--- src/rtl/seg7_scan_driver.sv ---
// Two-digit multiplexed 7-segment driver: shadow/display double buffer, frame-aligned swap, blanking gap.
// Optional SEG7_LZB_EN: blank the tens digit when it is zero (leading-zero blanking).
module seg7_scan_driver #(
    parameter int CLK_FREQ       = 10_000_000,
    parameter int REFRESH_HZ     = 1000,
    parameter int BLANK_CYCLES   = 16,
    parameter bit SEG_ACTIVE_LOW = 1'b0
) (
    input  logic       clk,
    input  logic       rst_n,
    input  logic       load,
    input  logic [3:0] digit_lo,
    input  logic [3:0] digit_hi,
    output logic [7:0] seg_out,
    output logic       frame_start
);

    localparam int DIV   = CLK_FREQ / REFRESH_HZ;
    localparam int CNT_W = (DIV > 1) ? $clog2(DIV) : 1;

    localparam logic [CNT_W-1:0] CNT_LAST       = CNT_W'(DIV - 1);
    localparam logic [CNT_W-1:0] CNT_SHOW_LAST  = CNT_W'(DIV - BLANK_CYCLES - 1);
    localparam logic [6:0]       SEG_POLARITY   = {7{SEG_ACTIVE_LOW}};
    localparam logic [7:0]       SEG_OFF        = {1'b0, SEG_POLARITY};

    generate
        if (DIV < BLANK_CYCLES + 2) begin : g_bad_div
            $error("seg7_scan_driver: slot length DIV must be at least BLANK_CYCLES+2");
        end
    endgenerate

    typedef enum logic [1:0] {
        SHOW_LO  = 2'd0,
        BLANK_LO = 2'd1,
        SHOW_HI  = 2'd2,
        BLANK_HI = 2'd3
    } state_e;

    state_e           state_q,       state_d;
    logic [CNT_W-1:0] cnt_q,         cnt_d;
    logic [7:0]       shadow_q,      shadow_d;
    logic [7:0]       display_q,     display_d;
    logic             pending_q,     pending_d;
    logic [7:0]       seg_q,         seg_d;
    logic             frame_start_q, frame_start_d;

    function automatic logic [6:0] hex_decode(input logic [3:0] v);
        case (v)
            4'h0: hex_decode = 7'h3F;
            4'h1: hex_decode = 7'h06;
            4'h2: hex_decode = 7'h5B;
            4'h3: hex_decode = 7'h4F;
            4'h4: hex_decode = 7'h66;
            4'h5: hex_decode = 7'h6D;
            4'h6: hex_decode = 7'h7D;
            4'h7: hex_decode = 7'h07;
            4'h8: hex_decode = 7'h7F;
            4'h9: hex_decode = 7'h6F;
            4'hA: hex_decode = 7'h77;
            4'hB: hex_decode = 7'h7C;
            4'hC: hex_decode = 7'h39;
            4'hD: hex_decode = 7'h5E;
            4'hE: hex_decode = 7'h79;
            default: hex_decode = 7'h71;
        endcase
    endfunction

    logic       cnt_wrap;
    logic       frame_wrap;
    logic [6:0] segs_on;

    always_comb begin
        // NOTE: every signal gets a default first so no path through this block can infer a latch.
        state_d       = state_q;
        cnt_d         = cnt_q + CNT_W'(1);
        shadow_d      = shadow_q;
        display_d     = display_q;
        pending_d     = pending_q;
        frame_start_d = 1'b0;
        segs_on       = 7'h00;

        cnt_wrap   = (cnt_q == CNT_LAST);
        frame_wrap = cnt_wrap && (state_q == BLANK_HI);
        if (cnt_wrap) cnt_d = '0;

        unique case (state_q)
            SHOW_LO:  if (cnt_q == CNT_SHOW_LAST) state_d = BLANK_LO;
            BLANK_LO: if (cnt_wrap)               state_d = SHOW_HI;
            SHOW_HI:  if (cnt_q == CNT_SHOW_LAST) state_d = BLANK_HI;
            BLANK_HI: if (cnt_wrap)               state_d = SHOW_LO;
            default:                              state_d = SHOW_LO;
        endcase

        // Swap reads the old shadow; a coincident load lands in shadow and stays pending.
        if (frame_wrap) begin
            frame_start_d = 1'b1;
            if (pending_q) begin
                display_d = shadow_q;
                pending_d = 1'b0;
            end
        end
        if (load) begin
            shadow_d  = {digit_hi, digit_lo};
            pending_d = 1'b1;
        end

        if (state_q == SHOW_LO) begin
            segs_on = hex_decode(display_q[3:0]);
        end else if (state_q == SHOW_HI) begin
`ifdef SEG7_LZB_EN
            if (display_q[7:4] != 4'h0) segs_on = hex_decode(display_q[7:4]);
`else
            segs_on = hex_decode(display_q[7:4]);
`endif
        end
        seg_d = {state_q[1], segs_on ^ SEG_POLARITY};
    end

    always_ff @(posedge clk or negedge rst_n) begin
        if (!rst_n) begin
            state_q       <= SHOW_LO;
            cnt_q         <= '0;
            shadow_q      <= '0;
            display_q     <= '0;
            pending_q     <= 1'b0;
            seg_q         <= SEG_OFF;
            frame_start_q <= 1'b0;
        end else begin
            // NOTE: non-blocking so every flop samples the pre-edge values computed above.
            state_q       <= state_d;
            cnt_q         <= cnt_d;
            shadow_q      <= shadow_d;
            display_q     <= display_d;
            pending_q     <= pending_d;
            seg_q         <= seg_d;
            frame_start_q <= frame_start_d;
        end
    end

    assign seg_out     = seg_q;
    assign frame_start = frame_start_q;

endmodule

--- config.mk ---
export PLATFORM = sky130hd
export DESIGN_NAME = seg7_scan_driver
export DESIGN_NICKNAME = d
export VERILOG_FILES = /design/src/rtl/seg7_scan_driver.sv
export SDC_FILE = /design/constraint.sdc
export NUM_CORES = 1
export LEC_CHECK = 0
export BUFFER_PORTS_ARGS = -buffer_cell sky130_fd_sc_hd__buf_2
export CORE_ASPECT_RATIO = 1.5
export CORE_MARGIN = 5
export CORE_UTILIZATION = 25
export DETAILED_ROUTE_END_ITERATION = 10
export GPL_TIMING_DRIVEN = 0
export HOLD_SLACK_MARGIN = 0.08
export PLACE_DENSITY = 0.41
export SYNTH_ARGS = -nofsm -noshare
export SYNTH_HDL_FRONTEND = slang
export SYNTH_SLANG_ARGS = --single-unit
--- constraint.sdc ---
create_clock -name clk -period 2.3 [get_ports clk]
set_clock_uncertainty 0.2 [all_clocks]
set_input_delay 0.345 -clock clk [delete_from_list [all_inputs] [get_ports clk]]
set_output_delay 0.345 -clock clk [all_outputs]
set_load 0.01 [all_outputs]
# == Yosys cells after proc, flatten, opt, wreduce, memory -nomap -nowiden ==
# Memory sizes are Yosys's and may differ from the RTL's.
# Index checks and enable logic that the tools add are counted.
# word_totals
ff_bits,42
romBits,224
input_bits,11
out_inout_bits,9
word_cells,35
memories,2
# mem_list
name,words,width,read_ports,rd_ports_with_merged_regs,write_ports,line_no,source
(name not given),16,7,1,0,0,48,case (v)
(name not given),16,7,1,0,0,48,
# classes
addsub,1
eq_ne,9
mux,11
reduce_logical,5
# op_table
operator,count
14-bit equality test (second input constant),2
14-bit by 1-bit adder with 14-bit output (second input constant),1
14-bit 2-to-1 mux,1
7-bit 2-to-1 mux,2
2-bit 2-to-1 mux,4
2-bit inequality test (second input constant),4
2-bit case mux with 4 select lines,1
2-bit equality test (second input constant),2
4-bit AND reduction,1
1-bit 2-to-1 mux,3
2-bit by 1-bit equality test with 1-bit output (second input constant),1
2-bit zero test,1
2-bit AND reduction,1
2-bit nonzero test,1
1-bit logical AND,1

# == Longest topological paths before layout ==
# Gate-level depths: netlist (run 1).
# depth
word_depth,4
depth_mapped,6
ltp_nobuf,6

# == Least setup slack after synthesis (run 1) ==
# OpenSTA, ideal clock, no wires.
# synth_timing
path_kind,reg-to-reg
startpoint,register cnt_q[6]
endpoint,register display_q[0]
setup_time_ns,0.127
arrival_ns,1.807
t_required_ns,1.973
slack_ns,0.166
stages_incl_launch_ff,6
path_buffers,1
period_less_slack_ns,2.134
cell_sequence,dfrtp_1 > or4_4 > nor4_4 > and3_1 > buf_4 > mux2_1
# synth_between
elab_chain_cells,3
# synth_rtl
item,line_no,source
start: declaration,40,"logic [CNT_W-1:0] cnt_q, cnt_d;"
start signal: assignment,131,cnt_q <= cnt_d;
14-bit equality test,82,cnt_wrap = (cnt_q == CNT_LAST);
1-bit logical AND,83,frame_wrap = cnt_wrap && (state_q == BLANK_HI);
2-bit AND reduction (no source line),n/a,
end signal: assignment,133,display_q <= display_d;
end: declaration,42,"logic [7:0] display_q, display_d;"
# No other way between the ends.
# A chain may end at the register's enable or synchronous reset.

# == Worst setup path after layout (run 1) ==
# layout_timing
startpoint,register cnt_q[7]
endpoint,register display_q[0]
# The elaborated chain is that of the path after synthesis.

==> run summary, run 1 <==
status: complete, no violations
CP max stage cell: or4_4
worst r2r dst: display_q[0]
cell count after synthesis: 200
Yosys top cell area share: 47.2%
Synth async-reset ratio: 100%
drc violations: 0
r2r startpoint: cnt_q[7]
die area: 10,900 sq um
Syn Area/Cell: 11.1 sq um
clock share of power: 47.2%
DR iter-0 viols: 43
Reg2Reg Setup Slack: 0.05 ns
initial antenna violation count: 0
ys flop type: dfrtp_1
Hold Path Class: in2reg
number of fill cells: 934
final critical-path required period: 2.25 ns
WL final: 4900 um
ant diodes: 0
fin nets: 261
Core Footprint: 8780 sq um
post-layout util: 30.9%
CP max stage delay: 0.56 ns
first-pass GRT wire length: 8080 um
Initial Util: 25.4%
leading area contributor after synthesis: dfrtp_1
Lkg Pwr: 1.15 nW
clk slew on worst S/H paths: 0.07 ns
sequential share of the synthesized area: 47.2%
Final Hold Fails: 0
Slew @ Worst Pin: 0.975 ns
crit path kind: reg2reg
family with the most delay on the worst path: simple AND/OR/NAND/NOR gates
Area Overhead vs Synth: 21.9%
Worst Setup Start Kind: flop
WHS Path Cells: 2
Yosys reg bits: 42
Via density: 4.62
ordered cell list for the critical path: or4_4 -> nor4_4 -> and3_4 -> buf_12 -> mux2_4
final hold slack: 0.0856 ns
clk buf depth: 2
gr usage total: 9.42%
drt pass-1 iters: 4
Final Worst Setup Slack: 0.0519 ns
WP data arrival: 2.22 ns
clock latency on the worst-skew pair: 0.29 ns
library cells used by synthesis: 44
grt total ovfl: 0
top cells by area, synth: dfrtp_1 47%, ha_1 10%, mux2_1 4.6%
die width: 87.0 um
Worst Setup SP: cnt_q[7]
I/O Pins: 20
CTS root buf: clkbuf_16
Worst Hold End: shadow_q[5]
Die Y: 126 um
P_int: 1.18 mW
Post-Synthesis Cell Area: 2230 sq um
DP Cell Count: 328
Setup-failing EPs final: 0
Comb power frac: 2.8%
YS warnings: 0
syn nets: 229
WP buf/inv: 1
Max Cap Viol: 0
Port Buf Inserts: 18
clock sink total: 42
dpl ws: -0.00996 ns
Worst R2R Path Depth: 5
row count: 42
number of global-route vias before repair: 1,662
RSZ-0062 raised after global routing: yes
CTS tree: yes
Pwr Density: 560 nW/um^2
DR vias: 1,584
antenna viol nets, final: 0
period utilisation layout: 97.7%
H-tree depth: 2
normalized max-slew margin: 35.0%
post-DP HPWL: 3620 um
CTS buffer count: 5
Sw Share: 22.3%
CP required: 2.27 ns
critical path capture point type: flop
Reg power frac: 50.0%
pin count of the biggest net entering global routing: 43
Final Wtd Congestion: 0.766
Peak Freq: 445 MHz
P_sw: 339 uW
Max IR drop VDD: 0.300 mV
Slew Limit Fails: 0
post-DR wirelength/cell: 14.3 um
crit path max fanout: 8
final cell count without fillers: 343
ratio of cells with drive above 1 in the final layout: 24.5%
Post-synth EDFFs: 0
Worst Hold Launch: digit_hi[1]
==> cells by family (layout without fill, tap and decap cells) <==
family	Yosys count	count (layout)	synth area share, %
adder cells (fa/ha/maj)	18	18	10.1
flip-flops	42	42	47.2
AND/OR/NAND/NOR	57	57	14.2
buffers and inverters	21	54	3.77
multiplexers	22	22	11.4
AO/OA/AOI/OAI	29	29	8.94
XOR/XNOR	11	11	4.33
==> layout make-up <==
cell class / count / area [sq um] / area share, %
buffer: 8 / 47.5 / 1.75
clock buffer: 5 / 125 / 4.61
clock inverter: 3 / 25.0 / 0.923
inverter: 13 / 48.8 / 1.80
multi-input combinational: 137 / 1130 / 41.7
sequential: 42 / 1050 / 38.8
tap: 110 / 138 / 5.07
timing repair buffer: 25 / 145 / 5.35
==> synthesized netlist by cell type (2+ instances only) <==
master / n
nand3_1: 5
mux2_1: 9
nand4_1: 5
o21ai_0: 9
nand2_1: 9
mux2_2: 8
clkbuf_1: 6
xnor2_1: 4
mux2i_1: 4
nor3_1: 4
dfrtp_1: 42
xor2_1: 7
nand2b_1: 2
nor2b_1: 4
or3_1: 2
nor2_1: 16
o32ai_1: 3
o211ai_1: 2
inv_1: 13
a21oi_1: 3
and4_1: 3
ha_1: 18
==> through the flow <==
stage / power (mW) / setup TNS [ns] / instance area (sq um)
3_3_place_gp: 0.816 / 0 / 2450
6_report: 1.52 / 0 / 2710
3_5_place_dp: 0.817 / -0.0193 / 2450
4_1_cts: 1.54 / 0 / 2610
5_1_grt: 1.58 / -0.153 / 2710
2_1_floorplan: 0.788 / 0 / 2230
==> power groups by stage <==
| stage | sequential (mW) | combinational [mW] | clock, mW |
|---|---|---|---|
| floorplan | 0.771 | 0.0172 | 0 |
| global placement | 0.774 | 0.0423 | 0 |
| detailed placement | 0.774 | 0.0431 | 0 |
| CTS | 0.760 | 0.0444 | 0.739 |
| global route | 0.761 | 0.0498 | 0.768 |
| finish | 0.760 | 0.0425 | 0.717 |
==> flip-flops by register name, indices dropped and copies added (netlist names) <==
register     flops
cnt_q           14
display_q        8
seg_out          8
shadow_q         8
state_q          2
frame_start      1
pending_q        1
==> cell usage in the layout, fill, tap and decap left out, types with 4 or more instances in the layout <==
| cell type | netlist | routed |
|---|---|---|
| nand4_1 | 5 | 5 |
| xnor2_1 | 4 | 4 |
| mux2i_1 | 4 | 4 |
| o21ai_0 | 9 | 9 |
| mux2_4 | 0 | 9 |
| nor3_1 | 4 | 4 |
| nand3_1 | 5 | 5 |
| dfrtp_1 | 42 | 40 |
| mux2_2 | 8 | 8 |
| buf_2 | 1 | 19 |
| ha_1 | 18 | 18 |
| clkbuf_1 | 6 | 6 |
| buf_4 | 1 | 6 |
| nor2b_1 | 4 | 4 |
| nand2_1 | 9 | 9 |
| xor2_1 | 7 | 7 |
| nor2_1 | 16 | 16 |
| clkbuf_16 | 0 | 5 |
| inv_1 | 13 | 13 |
==> worst max-delay path by stage <==
stage,to,slack (ns),cells past startpoint
3_3_place_gp,display_q[2],0.01,5
6_report,display_q[0],0.05,5
5_1_grt,display_q[1],-0.03,5
3_5_place_dp,display_q[2],-0.01,5
4_1_cts,display_q[1],0.06,5
2_1_floorplan,display_q[0],0.17,5
==> layer usage <==
metal  GRT usage (%)  wire (um)  vias up  part of all wire [%]
met4            3.03         82        0                   1.7
met1            9.55       1870      781                    38
met3            2.11        131        9                   2.7
li1                -          -      770                     -
met5               0          0        -                     0
met2            18.3       2810       24                    57
==> timing repair <==
action	in CTS	in global routing
setup buffers	0	6
gates resized for setup	0	15
endpoints found under the setup margin	7	8
endpoints found under the hold margin	42	0
pin swaps	1	4
hold buffers	1	0
Power figures use the tool's default switching activity.
==> run 2: changes to the inputs <==
ABC_AREA = 0   (was not set)
CORE_UTILIZATION = 53   (was 25)
PLACE_DENSITY = 0.74   (was 0.41)
==> run summary, run 2 (synthesis gave the netlist of run 1 again) <==
status: complete, no violations (unchanged)
Worst Setup Start Kind: flop (unchanged)
Final Hold Fails: 0 (unchanged)
P_sw: 293 uW (was 339 uW)
ant diodes: 0 (unchanged)
H-tree depth: 2 (unchanged)
Initial Util: 53.8% (was 25.4%)
clk buf depth: 2 (unchanged)
Via density: 5.66 (was 4.62)
gr usage total: 16.5% (was 9.42%)
CTS buffer count: 5 (unchanged)
Final Worst Setup Slack: 0.110 ns (was 0.0519 ns)
post-DR wirelength/cell: 14.7 um (was 14.3 um)
Max Cap Viol: 0 (unchanged)
clock share of power: 37.4% (was 47.2%)
Slew @ Worst Pin: 0.894 ns (was 0.975 ns)
Reg2Reg Setup Slack: 0.11 ns (was 0.05 ns)
Slew Limit Fails: 0 (unchanged)
DP Cell Count: 264 (was 328)
pin count of the biggest net entering global routing: 43 (unchanged)
Lkg Pwr: 1.13 nW (was 1.15 nW)
die area: 5620 sq um (was 10,900 sq um)
CTS root buf: clkbuf_8 (was clkbuf_16)
Max IR drop VDD: 0.595 mV (was 0.300 mV)
P_int: 996 uW (was 1.18 mW)
CTS tree: yes (unchanged)
number of fill cells: 350 (was 934)
Die Y: 89.4 um (was 126 um)
number of gates resized after cts: 0 (unchanged)
Comb power frac: 3.8% (was 2.8%)
Setup-failing EPs final: 0 (unchanged)
Fin Setup TNS: 0 ns (unchanged)
Pwr Density: 505 nW/um^2 (was 560 nW/um^2)
DR vias: 1,591 (was 1,584)
row count: 29 (was 42)
die width: 62.9 um (was 87.0 um)
clk slew on worst S/H paths: 0.08 ns (was 0.07 ns)
drt pass-1 iters: 4 (unchanged)
M3 GR Usage: 4.03% (was 2.11%)
dpl ws: 0.0185 ns (was -0.00996 ns)
Largest Register: cnt_q (unchanged)
Reg power frac: 58.8% (was 50.0%)
period utilisation layout: 95.2% (was 97.7%)
final cell count without fillers: 281 (was 343)
WL final: 4130 um (was 4900 um)
Hold Path Class: in2reg (unchanged)
DR iter-0 viols: 89 (was 43)
Area Overhead vs Synth: 14.7% (was 21.9%)
Peak Freq: 457 MHz (was 445 MHz)
drc violations: 0 (unchanged)
normalized max-slew margin: 40.4% (was 35.0%)
critical path capture point type: flop (unchanged)
Final Wtd Congestion: 0.787 (was 0.766)
fin nets: 263 (was 261)
GRT met1 Usage: 17.0% (was 9.55%)
GR Util met2: 31.4% (was 18.3%)
commonest non-fill, non-tap cells in the layout: 42 x dfrtp_1, 19 x buf_2, 18 x ha_1 (was 40 x dfrtp_1, 19 x buf_2, 18 x ha_1)
Core Footprint: 4140 sq um (was 8780 sq um)
crit path kind: reg2reg (unchanged)
CP required: 2.28 ns (was 2.27 ns)
I/O Pins: 20 (unchanged)
WP data arrival: 2.17 ns (was 2.22 ns)
clock sink total: 42 (unchanged)
initial antenna violation count: 0 (unchanged)
first-pass GRT wire length: 7380 um (was 8080 um)
most common cell after layout, fill and taps aside: dfrtp_1 (unchanged)
clock latency on the worst-skew pair: 0.29 ns (about the same)
Port Buf Inserts: 18 (unchanged)
GRT busiest layer: met2 (unchanged)
final critical-path required period: 2.19 ns (was 2.25 ns)
post-DP HPWL: 3080 um (was 3620 um)
crit path max fanout: 8 (unchanged)
number of global-route vias before repair: 1,645 (was 1,662)
max reg flops: 14 (unchanged)
grt total ovfl: 0 (unchanged)
Sw Share: 22.7% (was 22.3%)
ratio of cells with drive above 1 in the final layout: 17.4% (was 24.5%)
antenna viol nets, final: 0 (unchanged)
[run 2: power groups by stage]
stage               sequential (mW)  clock [mW]  combinational, mW
global placement              0.774           0             0.0398
detailed placement            0.774           0             0.0422
floorplan                     0.771           0             0.0172
CTS                           0.759       0.503             0.0512
finish                        0.759       0.482             0.0493
global route                  0.761       0.538             0.0563
[run 2: final cells by class]
| cell class | count | area, sq um | area share, % |
|---|---|---|---|
| multi-input combinational | 137 | 1090 | 42.7 |
| timing repair buffer | 27 | 175 | 6.86 |
| clock buffer | 5 | 68.8 | 2.70 |
| tap | 46 | 57.6 | 2.25 |
| inverter | 13 | 48.8 | 1.91 |
| sequential | 42 | 1050 | 41.2 |
| clock inverter | 3 | 25.0 | 0.980 |
| buffer | 8 | 35.0 | 1.37 |
[run 2: per-stage QoR]
step / util [%] / instance area (sq um) / hold slack [ns] / power [mW]
2_1_floorplan: - / 2230 / -0.151 / 0.788
3_3_place_gp: 57.4 / 2370 / 0.246 / 0.814
3_5_place_dp: 57.4 / 2370 / 0.242 / 0.816
4_1_cts: 61.3 / 2540 / 0.0916 / 1.31
5_1_grt: 61.7 / 2550 / 0.0832 / 1.36
6_report: 61.7 / 2550 / 0.0994 / 1.29
[run 2: path summary, 6_finish.rpt]
check | cells past startpoint | to | from
hold reg to reg | 0 | seg_out[7] | state_q[1]
hold / removal | 2 | shadow_q[0] | digit_lo[0]
setup reg to reg | 5 | display_q[0] | cnt_q[6]
max in group asynchronous | 2 | seg_out[0] | rst_n
min in group asynchronous | 2 | shadow_q[4] | rst_n
setup / recovery | 5 | display_q[0] | cnt_q[6]
[run 2: what timing repair did]
item,4_1_cts,5_1_grt
hold buffers,7,0
hold endpoints to repair,48,0
setup endpoints to repair,0,8
buffers inserted,0,2
[run 2: per-layer routing]
layer / part of all wire, % / vias up
met5: 0 / -
met4: 2.3 / 0
met3: 3.3 / 10
met2: 57 / 27
met1: 37 / 785
li1: - / 769
[run 2: critical path, cell delays in order (launching register included)]
cell and delay, ns:
dfrtp_1 0.44, or4_4 0.57, nor4_4 0.19, and3_1 0.19
buf_4 0.16, mux2_1 0.33
==> run 3: changes to the inputs <==
CORE_UTILIZATION = 63   (was 53)
PLACE_DENSITY = 0.83   (was 0.74)
clock period = 2.7 ns   (was 2.3 ns; I/O delays follow)
==> run summary, run 3 (synthesis gave the netlist of run 1 again) <==
status: complete, no violations (unchanged)
WP data arrival: 2.28 ns (was 2.17 ns)
Slew Limit Fails: 0 (unchanged)
ratio of cells with drive above 1 in the final layout: 17.2% (was 17.4%)
number of fill cells: 256 (was 350)
post-DR wirelength/cell: 17.0 um (was 14.7 um)
post-DP HPWL: 3480 um (was 3080 um)
ordered cell list for the critical path: or4_4 -> nor4_4 -> and3_1 -> buf_4 -> mux2_1 (unchanged)
family with the most delay on the worst path: simple AND/OR/NAND/NOR gates (unchanged)
most common cell after layout, fill and taps aside: dfrtp_1 (unchanged)
WP buf/inv: 1 (unchanged)
Max Cap Viol: 0 (unchanged)
clk slew on worst S/H paths: 0.08 ns (about the same)
row count: 26 (was 29)
CP max stage delay: 0.56 ns (was 0.57 ns)
Via density: 6.04 (was 5.66)
pin count of the biggest net entering global routing: 43 (unchanged)
WHS Path Cells: 2 (unchanged)
commonest non-fill, non-tap cells in the layout: 42 x dfrtp_1, 19 x buf_2, 18 x ha_1 (unchanged)
Hold-fix buffers, CTS: 1 (was 7)
DR iter-0 viols: 55 (was 89)
Setup-failing EPs final: 0 (unchanged)
Worst Setup Start Kind: flop (unchanged)
die area: 4850 sq um (was 5620 sq um)
clk buf depth: 2 (unchanged)
Largest Register: cnt_q (unchanged)
final critical-path required period: 2.30 ns (was 2.19 ns)
Peak Freq: 434 MHz (was 457 MHz)
Port Buf Inserts: 18 (unchanged)
Worst Hold Launch: digit_lo[1] (was digit_lo[0])
number of gates resized after cts: 0 (unchanged)
fin nets: 255 (was 263)
number of global-route vias before repair: 1,675 (was 1,645)
r2r startpoint: cnt_q[6] (unchanged)
die width: 58.5 um (was 62.9 um)
CTS tree: yes (unchanged)
Final Wtd Congestion: 0.971 (was 0.787)
Max IR drop VDD: 0.446 mV (was 0.595 mV)
RSZ-0062 raised after global routing: no
Lkg Pwr: 1.10 nW (was 1.13 nW)
antenna viol nets, final: 0 (unchanged)
first-pass GRT wire length: 7570 um (was 7380 um)
Worst R2R Path Depth: 5 (unchanged)
Final Hold Fails: 0 (unchanged)
ant diodes: 0 (unchanged)
initial antenna violation count: 0 (unchanged)
Reg2Reg Setup Slack: 0.40 ns (was 0.11 ns)
final cell count without fillers: 269 (was 281)
CP max stage cell: or4_4 (unchanged)
period utilisation layout: 85.3% (was 95.2%)
WL final: 4560 um (was 4130 um)
drc violations: 0 (unchanged)
Hold Path Class: in2reg (unchanged)
placed cell areas: 2370 sq um (about the same)
Die Y: 82.8 um (was 89.4 um)
DP Cell Count: 260 (was 264)
gr usage total: 20.5% (was 16.5%)
Worst Hold End: shadow_q[1] (was shadow_q[0])
I/O Pins: 20 (unchanged)
CTS buffer count: 5 (unchanged)
worst r2r dst: display_q[4] (was display_q[0])
clock sink total: 42 (unchanged)
Pwr Density: 445 nW/um^2 (was 505 nW/um^2)
max reg flops: 14 (unchanged)
crit path kind: reg2reg (unchanged)
Slew @ Worst Pin: 0.907 ns (was 0.894 ns)
post-CTS setup buffer count: 0 (unchanged)
CP required: 2.67 ns (was 2.28 ns)
H-tree depth: 2 (unchanged)
drt pass-1 iters: 4 (unchanged)
Area Overhead vs Synth: 11.1% (was 14.7%)
critical path capture point type: flop (unchanged)
crit path max fanout: 8 (unchanged)
Fin Setup TNS: 0 ns (unchanged)
Initial Util: 65.2% (was 53.8%)
normalized max-slew margin: 39.5% (was 40.4%)
CTS root buf: clkbuf_8 (unchanged)
clock latency on the worst-skew pair: 0.29 ns (about the same)
grt total ovfl: 0 (unchanged)
DR vias: 1,625 (was 1,591)
Core Footprint: 3420 sq um (was 4140 sq um)
post-layout util: 72.4% (was 61.7%)
post-route cell area: 2470 sq um (was 2550 sq um)
run 3: stage by stage:
step	worst slack [ns]	hold WS, ns	total power, mW
after global placement	0.473	0.246	0.692
after floorplan	0.566	-0.0906	0.671
after global routing	0.336	0.125	1.15
final	0.398	0.139	1.10
after CTS	0.388	0.129	1.12
after detailed placement	0.409	0.269	0.696
run 3: worst max-delay path by stage:
stage / start / to / depth (start not counted)
floorplan: cnt_q[6] / display_q[0] / 5
global placement: cnt_q[6] / display_q[7] / 5
detailed placement: cnt_q[6] / display_q[4] / 5
CTS: cnt_q[6] / display_q[4] / 5
global route: cnt_q[6] / display_q[3] / 5
finish: cnt_q[6] / display_q[4] / 5
run 3: report_power, final:
group / total, mW / internal [mW] / switching (mW)
clock network: 0.418 / 0.205 / 0.213
logic: 0.0359 / 0.0164 / 0.0195
registers: 0.647 / 0.640 / 0.00631
total: 1.10 / 0.862 / 0.238
run 3: per-layer routing:
layer	track usage, %	routed length, um	vias to the layer above
li1	-	-	758
met1	21.2	1600	807
met2	38.1	2640	45
met3	4.04	164	15
met4	8.23	149	0
met5	0	0	-
run 3: final cells by class:
type                            instances  area, sq um  area share [%]
Timing Repair Buffer                   19          100            4.05
Multi-Input combinational cell        137         1090            44.1
Clock inverter                          2         12.5           0.506
Buffer                                  8         35.0            1.42
Tap cell                               42         52.6            2.12
Clock buffer                            6         82.6            3.34
Inverter                               13         48.8            1.97
Sequential cell                        42         1050            42.5
